[src/rtl/btn_pulse_conditioner.sv]
// -----------------------------------------------------------------------------
// btn_pulse_conditioner
//
// Front end for the stopwatch push buttons. Each raw, bouncing, active-low
// button input is synchronised to Clk by two flops, debounced by a four-state
// FSM (REL, PCHK, HELD, RCHK), and turned into a one-clock active-low press
// pulse plus a debounced level.
//
// Parameters:
//   N_BTN            number of independent button channels
//   DEBOUNCE_CYCLES  consecutive stable samples needed to accept a change (>= 2)
//   CNT_W            debounce counter width, 2**CNT_W > DEBOUNCE_CYCLES
//   REPEAT_CYCLES    auto-repeat period while held (BTN_AUTO_REPEAT_EN only)
//
// Ports:
//   Clk          in   system clock, rising edge
//   Rst          in   synchronous reset, active low
//   btn_raw_n    in   raw asynchronous button levels, 0 = pressed
//   btn_pulse_n  out  registered one-clock active-low pulse per accepted press
//   btn_level_n  out  registered debounced level, 0 = held
//
// Build option:
//   BTN_AUTO_REPEAT_EN  when defined, a held button also pulses every
//                       REPEAT_CYCLES clocks after its initial press pulse.
// -----------------------------------------------------------------------------
module btn_pulse_conditioner #(
    parameter int N_BTN           = 2,
    parameter int DEBOUNCE_CYCLES = 1000000,
    parameter int CNT_W           = 20
`ifdef BTN_AUTO_REPEAT_EN
    ,
    parameter int REPEAT_CYCLES   = 25000000
`endif
) (
    input  logic             Clk,
    input  logic             Rst,
    input  logic [N_BTN-1:0] btn_raw_n,
    output logic [N_BTN-1:0] btn_pulse_n,
    output logic [N_BTN-1:0] btn_level_n
);

    localparam logic [1:0] ST_REL  = 2'd0;
    localparam logic [1:0] ST_PCHK = 2'd1;
    localparam logic [1:0] ST_HELD = 2'd2;
    localparam logic [1:0] ST_RCHK = 2'd3;

    localparam logic [CNT_W-1:0] CNT_LAST = CNT_W'(DEBOUNCE_CYCLES - 1);

`ifdef BTN_AUTO_REPEAT_EN
    localparam int               RPT_W    = $clog2(REPEAT_CYCLES + 1);
    localparam logic [RPT_W-1:0] RPT_LAST = RPT_W'(REPEAT_CYCLES - 1);

    logic [RPT_W-1:0] rpt_cnt [N_BTN];
`endif

    logic [N_BTN-1:0] sync1;
    logic [N_BTN-1:0] sync_n;
    logic [1:0]       warm;
    logic [N_BTN-1:0] armed;
    logic [1:0]       state [N_BTN];
    logic [CNT_W-1:0] cnt   [N_BTN];

    // The synchroniser reloads with 1 (released) on reset, so its output does
    // not reflect the pins until two clocks later. warm tracks that refill.
    // A channel is armed only once a genuine released sample is seen in REL;
    // a button held through reset therefore debounces to HELD silently and
    // must be released before its next press may pulse.
    always_ff @(posedge Clk) begin
        if (!Rst) begin
            sync1       <= '1;
            sync_n      <= '1;
            warm        <= '0;
            armed       <= '0;
            btn_level_n <= '1;
            btn_pulse_n <= '1;
            for (int unsigned i = 0; i < N_BTN; i++) begin
                state[i] <= ST_REL;
                cnt[i]   <= '0;
`ifdef BTN_AUTO_REPEAT_EN
                rpt_cnt[i] <= '0;
`endif
            end
        end else begin
            sync1       <= btn_raw_n;
            sync_n      <= sync1;
            warm        <= {warm[0], 1'b1};
            btn_pulse_n <= '1;
            for (int unsigned i = 0; i < N_BTN; i++) begin
                case (state[i])
                    ST_REL: begin
                        if (!sync_n[i]) begin
                            state[i] <= ST_PCHK;
                            cnt[i]   <= CNT_W'(1);
                        end else if (warm[1]) begin
                            armed[i] <= 1'b1;
                        end
                    end
                    ST_PCHK: begin
                        if (sync_n[i]) begin
                            state[i] <= ST_REL;
                            cnt[i]   <= '0;
                        end else if (cnt[i] == CNT_LAST) begin
                            state[i]       <= ST_HELD;
                            cnt[i]         <= '0;
                            btn_level_n[i] <= 1'b0;
                            if (armed[i]) btn_pulse_n[i] <= 1'b0;
`ifdef BTN_AUTO_REPEAT_EN
                            rpt_cnt[i] <= '0;
`endif
                        end else begin
                            cnt[i] <= cnt[i] + CNT_W'(1);
                        end
                    end
                    ST_HELD: begin
                        if (sync_n[i]) begin
                            state[i] <= ST_RCHK;
                            cnt[i]   <= CNT_W'(1);
`ifdef BTN_AUTO_REPEAT_EN
                            rpt_cnt[i] <= '0;
                        end else if (rpt_cnt[i] == RPT_LAST) begin
                            rpt_cnt[i] <= '0;
                            if (armed[i]) btn_pulse_n[i] <= 1'b0;
                        end else begin
                            rpt_cnt[i] <= rpt_cnt[i] + RPT_W'(1);
`endif
                        end
                    end
                    ST_RCHK: begin
                        if (!sync_n[i]) begin
                            state[i] <= ST_HELD;
                            cnt[i]   <= '0;
`ifdef BTN_AUTO_REPEAT_EN
                            rpt_cnt[i] <= '0;
`endif
                        end else if (cnt[i] == CNT_LAST) begin
                            state[i]       <= ST_REL;
                            cnt[i]         <= '0;
                            btn_level_n[i] <= 1'b1;
                        end else begin
                            cnt[i] <= cnt[i] + CNT_W'(1);
                        end
                    end
                    default: begin
                        state[i] <= ST_REL;
                        cnt[i]   <= '0;
                    end
                endcase
            end
        end
    end

endmodule

[config.mk]
export PLATFORM = sky130hd
export DESIGN_NAME = btn_pulse_conditioner
export DESIGN_NICKNAME = d
export VERILOG_FILES = /design/src/rtl/btn_pulse_conditioner.sv
export SDC_FILE = /design/constraint.sdc
export NUM_CORES = 1
export LEC_CHECK = 0
export CORE_MARGIN = 5
export CORE_UTILIZATION = 40
export DETAILED_ROUTE_END_ITERATION = 12
export PLACE_DENSITY = 0.55
export SYNTH_ARGS = -nofsm -noshare
export SYNTH_HDL_FRONTEND = slang
export SYNTH_SLANG_ARGS = --single-unit
[constraint.sdc]
create_clock -name Clk -period 2.47 [get_ports Clk]
set_input_delay 0.3705 -clock Clk [delete_from_list [all_inputs] [get_ports Clk]]
set_output_delay 0.3705 -clock Clk [all_outputs]
set_load 0.05 [all_outputs]
* After elaboration in Yosys (flattened, before gate mapping)
Memory sizes are Yosys's and may differ from the RTL's.
Index checks and enable logic that the tools add are counted.
** Cells by class
- Add/sub/neg operators :: 2
- Eq/ne operators :: 16
- Multiplexer cells :: 106
- Bitwise gates (word level) :: 33
- Reduce and logical (&&, ||, !) cells :: 10
** Operators with widths (count)
- two-way mux 20 bit :: 16
- two-way mux 1 bit :: 76
- adder 20 x 1 -> 20 bit, second input constant :: 2
- == test 20 bit, second input constant :: 2
- OR 1 bit :: 28
- two-way mux 2 bit :: 12
- inequality test 2 bit, second input constant :: 8
- AND reduction 5 bit :: 2
- == test 2 bit, second input constant :: 4
- OR reduction 4 bit :: 2
- AND reduction 3 bit :: 2
- NOT 1 bit :: 5
- == test 2 x 1 -> 1 bit, second input constant :: 2
- logical NOT 2 bit :: 2
- case mux 1 bit (2 select lines) :: 2
- nonzero test 2 bit :: 2
** Word-level totals
- Bits in registers :: 12
- Bits in writable memories :: 44
- Word-level logic and storage cells :: 179
- Memories kept :: 2
** Memories
- cnt :: depth 2, width 20, rd ports 2, clocked after memory_dff 0, wr ports 2, line 61 : logic [CNT_W-1:0] cnt [N_BTN];
- state :: depth 2, width 2, rd ports 2, clocked after memory_dff 0, wr ports 2, line 60 : logic [1:0] state [N_BTN];

* Logic depth before layout (Yosys ltp)
An unclocked memory read counts as a cell.
- Depth after elaboration :: 13
- Gate-level depth with buffers :: 8
- Depth with buffers taken out :: 5

* Least setup slack after synthesis
No wires, ideal clock.
- Kind :: flip-flop to flip-flop
- Start :: mem cnt[1][7]
- End :: mem state[1][0] (enable)
- Library setup time :: 0.299 ns
- Arrival time :: 2.055 ns
- Setup slack :: 0.116 ns
- Stages on the path, launching flop included :: 7
- Path buffers :: 2
- Clock period less this slack :: 2.354 ns
- Path through :: edfxtp_1 -> or4_1 -> or4_1 -> buf_2 -> o2111ai_2 -> buf_4 -> and2_1
** RTL lines (line)
- start: declaration :: 61
- end: declaration :: 60

==> results.ini <==
[logic_synthesis]
synth.most_common_cell = edfxtp_1
synth-edff-count = 44
synth_top_area_frac = 0.453
syn_inst = 279
ys_warn_count = 0
synth_ff_type = edfxtp_1
ys_seq_area_frac = 0.535
synthArstFlopShare = 0
syn_area_sq_um = 2920
syn_nets = 285
ys_top_cells_by_area = edfxtp_1 45%, dfxtp_1 8.2%, xor2_1 7.8%
ys_ff_latch = 56
ys_types = 42
yosys-top-cells-count = 44 x edfxtp_1, 35 x nor2_1, 26 x xor2_1
yosys.area.top_type = edfxtp_1
syn_avg_cell_area_sq_um = 10.5

[timing]
clock_skew_ps = 8.82
rsz0062_at_grt = no
max-slew-margin-rel = 0.652
finalCriticalPeriod_ps = 2330
clock.fmax_ghz = 0.430
finalHoldViolCount = 0
fin_tns_setup_ps = 0
postLayoutSetupSlackWorst_ps = 144
tightestPinTransition_ps = 519
drv_slew = 0
period_share = 0.942
finalSetupViolations = 0

[floorplan]
io_pins = 8
die_w_um = 95.4
core_area_sq_um = 7180
die-area_sq_um = 9100
initial_core_util = 0.406
die_h_um = 95.4
rows = 31

[power]
vdd_ir_drop_max_mv = 0.321
switching_power_uw = 947
clockPowerShare = 0.183
p_per_area_nw_per_um2 = 869
pwr-share-seq = 0.586
p_int_uw = 1880
swShare = 0.335
cellLeakagePower_uw = 0.00108
pwr-share-comb = 0.230

[clock_tree]
post_cts_buffers = 0
cts.sinks = 56
path_clk_slew_ps = 100
cts_resized = 0
clk_latency_ps = 310
cts-htree-levels = 2
clockBufferDepth = 2
cts_buffers = 5
tritoncts = yes
cts_root_buf = clkbuf_8
postCtsHoldBufs = 0

[route]
drt-total-wl_um = 5740
detail-route-antenna-nets = 0
drc = 0
wl_per_cell_um = 14.7
first_pass_iters = 4
vias_per_cell = 5.38
drt_iter0_markers = 99
vias = 2099

[min_path]
worstHoldPathCells = 1
hold_class = reg -> reg
min_from = armed[1]

[setup_path]
crit_path_end_kind = register
path_max_fanout = 19
ff2ff_path_depth = 5
worstReg2RegStart = cnt[1][8]
crit_type = reg -> reg
cp.arrival_ps = 2390
crit_start = cnt[1][8]
cp-start-kind = register
crit_required_ps = 2540

[run]
cap_viol_max_count = 0

[placed_design]
gp_congestion = 0.720
pre_cts_ws_ps = 33.8
io_buffers = 7
dp_hpwl_um = 3850

[cells_and_area]
seq_area_sq_um = 1560
areaGrowthSynthToFinish_pct = 11.3
multi_input_comb_area_sq_um = 1270
fill_cells = 698
antenna_cells = 0
layout-drive-gt1-share = 0.0825
fin_nets = 296

[global_route]
grt_first_pass_wirelength_um = 9920
grt.overflow.total = 0
antenna_found_initial = 0
grt_pass1_vias = 2032
grt_max_degree = 21
grt_usage = 0.138

[outcome]
outcome = finished clean

-- worst paths after layout --
| path | endpoint | slack (ps) |
|---|---|---|
| worst min-delay path | btn_pulse_n[1] | 410 |
| worst max-delay path | cnt[1][9] | 140 |
| worst max register to register | cnt[1][9] | 140 |
| worst min register to register | btn_pulse_n[1] | 410 |
-- final cells by class --
| class | count | area share |
|---|---|---|
| Tap cell | 99 | 0.0382 |
| Timing Repair Buffer | 22 | 0.0574 |
| Inverter | 5 | 0.00578 |
| Multi-Input combinational cell | 200 | 0.390 |
| Sequential cell | 56 | 0.481 |
| Clock buffer | 8 | 0.0277 |
-- per-layer routing --
metal	track usage	vias up	routed length, um
li1	-	1056	-
met1	0.190	1007	2870
met2	0.220	31	2600
met3	0.0284	5	193
met4	0.0403	0	71
met5	0	-	0
-- state kept, by name, summed over array words and instances, names as in the netlist --
signal / flops
cnt: 40
sync_n: 2
armed: 2
btn_level_n: 2
warm: 2
state: 4
sync1: 2
btn_pulse_n: 2
-- critical path, stage by stage (launching register included) --
cell and delay [ps]:
edfxtp_1 440, or4b_1 540, or4_4 590, o2111ai_2 220
buf_6 220, nor2_1 70
-- power by group through the flow --
stage / Clock [uW] / Combinational [uW] / Sequential, uW
4_1_cts: 536 / 657 / 1650
5_1_grt: 576 / 736 / 1710
3_3_place_gp: 0 / 645 / 1670
3_5_place_dp: 0 / 649 / 1680
2_1_floorplan: 0 / 515 / 1560
6_report: 518 / 650 / 1660
-- logic make-up after synthesis --
group	after synthesis	share of synthesized area
buffers and inverters	23	0.0317
xor gates and xnor gates	31	0.0931
DFF	56	0.535
adders and majority gates	2	0.00858
and+or+nand+nor	126	0.239
AOI/OAI and AO/OA	41	0.0927
-- per-stage QoR --
| stage | total power [uW] | cells | hold slack [ps] | area, sq um | util |
|---|---|---|---|---|---|
| 6_report | 2820 | 390 | 413 | 3250 | 0.452 |
| 2_1_floorplan | 2070 | 279 | 370 | 2920 | - |
| 5_1_grt | 3020 | 390 | 441 | 3250 | 0.452 |
| 3_3_place_gp | 2310 | 382 | 387 | 3150 | 0.439 |
| 4_1_cts | 2850 | 390 | 415 | 3240 | 0.451 |
| 3_5_place_dp | 2320 | 382 | 385 | 3150 | 0.439 |
-- placed cells by master (no fill, tap or decap), drive strengths merged, types with 7 or more instances in the layout --
cell / Yosys / final
nand3: 14 / 14
nor2: 35 / 35
nand2: 13 / 13
dfxtp: 12 / 12
a21oi: 14 / 14
clkbuf: 15 / 8
edfxtp: 44 / 44
or3: 8 / 8
buf: 3 / 15
nand4: 15 / 15
xor2: 26 / 26
clkdlybuf4s50: 0 / 7
and4: 10 / 10
(Power assumes the default switching activity.)
